**config.mk**
```make
export PLATFORM = sky130hd
export DESIGN_NAME = vram_bus_router
export DESIGN_NICKNAME = d
export VERILOG_FILES = /design/src/rtl/vram_bus_router.sv
export SDC_FILE = /design/constraint.sdc
export NUM_CORES = 1
export LEC_CHECK = 0
export ABC_AREA = 1
export CAP_MARGIN = 0
export CORE_AREA = 5 5 96 98
export CTS_CLUSTER_SIZE = 24
export DETAILED_ROUTE_END_ITERATION = 6
export DIE_AREA = 0 0 101 103
export DONT_BUFFER_PORTS = 1
export PLACE_DENSITY_LB_ADDON = 0.08
export RECOVER_POWER = 50
export SYNTH_ARGS = -nofsm -noshare
export SYNTH_HDL_FRONTEND = slang
export SYNTH_SLANG_ARGS = --single-unit
```
**constraint.sdc**
```tcl
create_clock -name clk_i -period 5.74 [get_ports clk_i]
set_input_delay 1.148 -clock clk_i [delete_from_list [all_inputs] [get_ports clk_i]]
set_output_delay 1.148 -clock clk_i [all_outputs]
set_load 0.02 [all_outputs]
```
**src/rtl/vram_bus_router.sv**
```systemverilog
// rtl/vram_bus_router.sv - N-port VRAM request router onto a single word bus
// Arbitrates masters into one registered request stage and routes in-order read data back by tag.
module vram_bus_router #(
    parameter int NUM_PORTS       = 2,
    parameter int ADDR_W          = 21,
    parameter int DATA_W          = 32,
    parameter int MAX_OUTSTANDING = 4,
    parameter int ARB_MODE        = 0
) (
    input  logic                            clk_i,
    input  logic                            reset_n_i,
    input  logic [NUM_PORTS-1:0]            req_valid_i,
    output logic [NUM_PORTS-1:0]            req_ready_o,
    input  logic [NUM_PORTS-1:0]            req_write_i,
    input  logic [NUM_PORTS*ADDR_W-1:0]     req_address_i,
    input  logic [NUM_PORTS*DATA_W-1:0]     req_wdata_i,
    input  logic [NUM_PORTS*DATA_W/8-1:0]   req_wdata_mask_i,
    input  logic                            refresh_in_i,
    output logic [DATA_W-1:0]               resp_rdata_o,
    output logic [NUM_PORTS-1:0]            resp_rdata_en_o,
    output logic [ADDR_W-1:0]               mem_address_o,
    output logic                            mem_valid_o,
    output logic                            mem_write_o,
    output logic [DATA_W-1:0]               mem_wdata_o,
    output logic [DATA_W/8-1:0]             mem_wdata_mask_o,
    output logic                            mem_refresh_o,
    input  logic                            mem_ready_i,
    input  logic [DATA_W-1:0]               mem_rdata_i,
    input  logic                            mem_rdata_en_i,
    output logic [$clog2(MAX_OUTSTANDING):0] outstanding_o,
    output logic                            err_spurious_o
);

    localparam int PW = (NUM_PORTS > 1) ? $clog2(NUM_PORTS) : 1;
    localparam int TW = $clog2(MAX_OUTSTANDING);
    localparam int CW = TW + 1;
    localparam int MW = DATA_W / 8;

    logic [ADDR_W-1:0]    mem_address_q;
    logic                 mem_valid_q;
    logic                 mem_write_q;
    logic [DATA_W-1:0]    mem_wdata_q;
    logic [MW-1:0]        mem_wdata_mask_q;
    logic                 mem_refresh_q;
    logic                 refresh_pending_q;
    logic [PW-1:0]        last_grant_q;
    logic [PW-1:0]        tag_q [MAX_OUTSTANDING];
    logic [TW-1:0]        wr_ptr_q;
    logic [TW-1:0]        rd_ptr_q;
    logic [CW-1:0]        count_q;
    logic [CW-1:0]        count_d;
    logic [DATA_W-1:0]    resp_rdata_q;
    logic [NUM_PORTS-1:0] resp_en_q;
    logic                 err_q;

    logic                 stage_free;
    logic                 fifo_full;
    logic                 fifo_empty;
    logic                 refresh_issue;
    logic                 grant_any;
    logic [PW-1:0]        grant_idx;
    logic [NUM_PORTS-1:0] eligible;
    logic                 push;
    logic                 pop;
    int                   start_idx;
    int                   cand;

    assign stage_free    = !mem_valid_q || mem_ready_i;
    assign fifo_full     = (count_q == CW'(MAX_OUTSTANDING));
    assign fifo_empty    = (count_q == '0);
    // A fresh pulse issues immediately when the stage is free; otherwise it waits as pending.
    assign refresh_issue = (refresh_pending_q || refresh_in_i) && stage_free;
    assign eligible      = req_valid_i & (req_write_i | {NUM_PORTS{!fifo_full}});

    // Fixed priority is round robin anchored just before port 0.
    always_comb begin
        grant_any = 1'b0;
        grant_idx = '0;
        cand      = 0;
        start_idx = (ARB_MODE == 1) ? int'(last_grant_q) : NUM_PORTS - 1;
        if (stage_free && !refresh_issue) begin
            for (int k = 1; k <= NUM_PORTS; k++) begin
                cand = (start_idx + k) % NUM_PORTS;
                if (!grant_any && eligible[PW'(cand)]) begin
                    grant_any = 1'b1;
                    grant_idx = PW'(cand);
                end
            end
        end
    end

    always_comb begin
        req_ready_o = '0;
        if (grant_any) begin
            req_ready_o[grant_idx] = 1'b1;
        end
    end

    assign push    = grant_any && !req_write_i[grant_idx];
    assign pop     = mem_rdata_en_i && !fifo_empty;
    assign count_d = count_q + CW'(push) - CW'(pop);

    always_ff @(posedge clk_i or negedge reset_n_i) begin
        if (!reset_n_i) begin
            mem_address_q     <= '0;
            mem_valid_q       <= 1'b0;
            mem_write_q       <= 1'b0;
            mem_wdata_q       <= '0;
            mem_wdata_mask_q  <= '0;
            mem_refresh_q     <= 1'b0;
            refresh_pending_q <= 1'b0;
            last_grant_q      <= PW'(NUM_PORTS - 1);
        end else begin
            mem_refresh_q <= refresh_issue;
            if (refresh_issue) begin
                refresh_pending_q <= 1'b0;
            end else if (refresh_in_i) begin
                refresh_pending_q <= 1'b1;
            end
            if (stage_free) begin
                mem_valid_q <= grant_any;
            end
            if (grant_any) begin
                mem_address_q    <= req_address_i[grant_idx*ADDR_W +: ADDR_W];
                mem_write_q      <= req_write_i[grant_idx];
                mem_wdata_q      <= req_wdata_i[grant_idx*DATA_W +: DATA_W];
                mem_wdata_mask_q <= req_wdata_mask_i[grant_idx*MW +: MW];
                last_grant_q     <= grant_idx;
            end
        end
    end

    always_ff @(posedge clk_i or negedge reset_n_i) begin
        if (!reset_n_i) begin
            wr_ptr_q     <= '0;
            rd_ptr_q     <= '0;
            count_q      <= '0;
            resp_rdata_q <= '0;
            resp_en_q    <= '0;
            err_q        <= 1'b0;
        end else begin
            count_q   <= count_d;
            resp_en_q <= '0;
            if (push) begin
                wr_ptr_q <= wr_ptr_q + 1'b1;
            end
            if (pop) begin
                rd_ptr_q                  <= rd_ptr_q + 1'b1;
                resp_rdata_q              <= mem_rdata_i;
                resp_en_q[tag_q[rd_ptr_q]] <= 1'b1;
            end
            if (mem_rdata_en_i && fifo_empty) begin
                err_q <= 1'b1;
            end
        end
    end

    // Tag storage is only meaningful between the pointers, so it needs no reset.
    always_ff @(posedge clk_i) begin
        if (push) begin
            tag_q[wr_ptr_q] <= grant_idx;
        end
    end

    assign mem_address_o    = mem_address_q;
    assign mem_valid_o      = mem_valid_q;
    assign mem_write_o      = mem_write_q;
    assign mem_wdata_o      = mem_wdata_q;
    assign mem_wdata_mask_o = mem_wdata_mask_q;
    assign mem_refresh_o    = mem_refresh_q;
    assign resp_rdata_o     = resp_rdata_q;
    assign resp_rdata_en_o  = resp_en_q;
    assign outstanding_o    = count_q;
    assign err_spurious_o   = err_q;

endmodule

```
# Word-level counts from Yosys, hierarchy flattened
# Cells that the tools add are included.
# totals
register_bits	99
inputBits	155
out_inout_bits	100
wordCells	41
# classes
add_sub_neg	2
magnitude_cmp	2
n_eq_ne	1
mux	8
bitwise_logic	2
reduce_logical	15
# op_table
op	count
$logic_and A1 B1 Y1	6
$mux W1	6
$logic_not A1 Y1	5
$add A3 B1 Y3	1
$eq A3 B3 Y1 const B	1
$logic_not A3 Y1	1
$sub A3 B1 Y3	1
$logic_or A1 B1 Y1	2
$lt A1 B2 Y1 const AB	1
$mux W2	1
$reduce_bool A2 Y1	1
$and A1 B1 Y1	1
$demux W1 S1	1
$ge A1 B1 Y1 const AB	1
$or A1 B1 Y1	1

# Depth between registers and ports, before layout
# depth
word_depth	9
ltp_mapped	13
depth_no_buf	12

# Least setup slack after synthesis
# OpenSTA, ideal clock, no wires.
# synth_timing
path_kind	input port to output port
start	input refresh_in_i
end	output req_ready_o[0]
arrival_ps	1821
t_required_ps	4592
slack_ps	2771
stages	7
n_path_buf	2
cell_sequence	inv_2 nand2_2 nor2_4 nand3_2 buf_4 inv_2 buf_4
# synth_via
elab_chain_cells	6
# synth_lines
item	line	rtl
start: declaration	18	input logic refresh_in_i,
$logic_or A1 B1 Y1	72	assign refresh_issue = (refresh_pending_q || refresh_in_i) && stage_free;
$logic_and A1 B1 Y1	72	
$logic_not A1 Y1	81	if (stage_free && !refresh_issue) begin
$logic_and A1 B1 Y1	81	
$mux W1	81	
via grant_any	60	logic grant_any;
$mux W1	94	if (grant_any) begin
end: declaration	13	output logic [NUM_PORTS-1:0] req_ready_o,
# The timed path passes the listed nets, and every way through them passes these cells.

# Worst setup path after layout
# layout_timing
start	input req_write_i[0]
end	output req_ready_o[0]
# layout_via
elab_chain_cells	5
# layout_lines
item	line	rtl
start: declaration	14	input logic [NUM_PORTS-1:0] req_write_i,
$or A1 B1 Y1	73	assign eligible = req_valid_i & (req_write_i | {NUM_PORTS{!fifo_full}});
$and A1 B1 Y1	73	
$mux W1	84	if (!grant_any && eligible[PW'(cand)]) begin
$mux W1	81	
$mux W1	94	
# No other way between the ends.

==> impl_metrics.toml <==
[setup_path]
cp-start-kind = "input pin"
r2r_slack_ns = 2.66
reg2reg_depth = 11
slowest_stage = "nand2_2"
path_class = "input pin to primary output"
regToRegStartpoint = "outstanding_o[1]"
crit_path_end_kind = "primary output"
critical_path.cell_chain = "nor2_2 -> nand2_2 -> nand3_2 -> inv_2"
arrival_ns = 2.35
reg2reg_to = "outstanding_o[2]"
slowest_delay_ns = 0.81
cp.required_ns = 4.59
cp_max_fo = 59

[detailed_routing]
routed_wl_mm = 9.605
wl_per_cell_um = 18.23
dr_wl_met3_mm = 1.257
met2_length_mm = 4.419
vias = 2786
dr.first_iter.drc_count = 94
vias_per_cell = 5.287
routed.top_layer = "met4"
wl_met1_mm = 3.825
route.detailed.drc = 0
first_pass_iters = 4
ant_nets = 0

[clock_network]
htree_levels = 3
root_buffer = "clkbuf_8"
post_cts_buffers = 0
hold_buffers = 0
cts_resized = 0
clk_pin_slew_worst_paths_ns = 0.10
cts_buffer_depth = 2
cts_tree = "done"
cts_num_sinks = 98
clk_latency_ns = 0.36
cts_inserted_buffers = 9

[synth]
ys_seq_area_share_pct = 61.08
synth-edff-count = 0
synth.most_common_cell = "nand2_1"
yosysWarnings = 0
synth.top_cell.area_share_pct = 61.08
synth-seq-cells = 98
synth_area_per_cell_um2 = 9.251
synth_area_um2 = 4015
async_reset_ff_share_pct = 100.0
synth_area_leader_cell = "dfrtp_1"
synth_commonest_cells = "nand2_1, dfrtp_1, nand4_1"
synth.distinct_cells = 20
yosys_most_used_dff = "dfrtp_1"
netlist_instances = 434
yosys-top-cells-area = "dfrtp_1, nand2_1, nand4_1, buf_2, buf_4"

[timing]
fin_crit_ns = 3.499
drv_slew = 0
fmax_mhz = 285.8
rsz0062_at_grt = "false"
min_period_over_period_pct = 60.95
setup_viol = 0
skew_ns = 0.01415
hold_violations = 0
slew_headroom_pct = 23.63
worst_slew_pin_slew_ns = 1.141
fin_setup_tns_ns = 0
hold_ws_ns = 0.4682

[global_route]
grt-ovfl-total = 0
first_global_vias = 2725
antenna_found_initial = 0
track_usage_pct = 17.79
grt_pass1_wl_mm = 14.61
grt_start_max_net_pins = 99

[power_and_ir_drop]
ir_drop_mv = 0.1991
power_per_cell_area_nw_per_um2 = 514.1
leakage_nw = 2.202

[floorplan]
die_w_um = 101
design.die.area_um2 = 10400
coreArea_um2 = 8381
rows = 34
ios = 255
initial_core_util_pct = 47.91
die_h_um = 103

[layout]
area_delta_synth_final_pct = 3.584
final_nets = 572
drive_gt1_share_pct = 7.160
fin_area_um2 = 4159
final_core_util_pct = 49.63
antenna_cells = 0
layout.cells.non_filler = 527

[placement]
port_buffers = 0
gp_congestion = 0.7543
placed_cells = 511
placed_cell_area_um2 = 3963
hpwl_mm = 6.328

[hold_path]
hold_class = "input pin to async pin"

[flow_run]
cap_violations = 0

[outcome]
status = "completed"
stage by stage:
stage / setup slack (ns) / total power, mW
finish: 2.241 / 2.138
global route: 2.164 / 2.270
CTS: 2.232 / 2.171
detailed placement: 2.167 / 1.719
global placement: 2.206 / 1.701
floorplan: 2.771 / 1.621
cell type report:
cell class / count / area [um^2]
flip-flops and latches: 98 / 2452
multi-input cells: 291 / 1313
clock inverters: 7 / 75.07
well taps: 108 / 135.1
clock buffers: 9 / 123.9
inverters: 12 / 45.04
repair buffers: 2 / 15.01
fillers: 805 / 4222
power by group:
group          switching (mW)  total [mW]  leakage, nW  internal (mW)
Clock                   0.239       0.445        0.105          0.206
Combinational           0.216       0.336        0.891          0.120
Sequential              0.452        1.36         1.21          0.905
flip-flops by register name, indices dropped and copies added, names as in the netlist:
name	flops
resp_rdata_en_o	1
resp_rdata_o	32
mem_wdata_mask_o	4
mem_refresh_o	1
outstanding_o	3
mem_write_o	1
refresh_pending_q	1
err_spurious_o	1
mem_address_o	21
mem_wdata_o	32
mem_valid_o	1
layout by cell type, fill, tap and decap left out, drive strengths merged:
cell    Yosys  routed
xnor2       2       2
nand3       1       1
ha          2       2
nand2     218     218
dfrtp      98      98
clkbuf      3       9
clkinv      1       3
bufinv      0       1
conb        1       2
inv        11      15
buf        31       2
nand4      58      58
a31o        1       1
fa          1       1
nor2        6       6
critical path: cells and delay by family:
family                 cells  cell delay, ns
buffers and inverters      1            0.18
and+or+nand+nor            3            1.00
worst max-delay path by stage:
stage,start,to,slack [ns],depth (start not counted)
2_1_floorplan,refresh_in_i,req_ready_o[0],2.77,7
3_3_place_gp,req_write_i[0],outstanding_o[2],2.21,11
3_5_place_dp,req_write_i[0],outstanding_o[2],2.17,11
4_1_cts,req_write_i[0],req_ready_o[0],2.23,4
5_1_grt,req_write_i[0],req_ready_o[0],2.16,4
6_report,req_write_i[0],req_ready_o[0],2.24,4
metal layers:
metal | GRT usage (%) | up-vias
met3 | 7.645 | 9
met2 | 26.58 | 129
met4 | 6.851 | 0
met5 | 0 | -
li1 | - | 1351
met1 | 23.03 | 1297
logic make-up after synthesis:
group,after synthesis,synth area share (%)
simple gates,283,30.79
flops,98,61.08
buf+inv,46,6.264
fa+ha+maj,3,1.122
xor+xnor,2,0.4364
compound gates,1,0.2182
other cells,1,0.09340
Note: power is estimated with default switching activity, not from simulation.
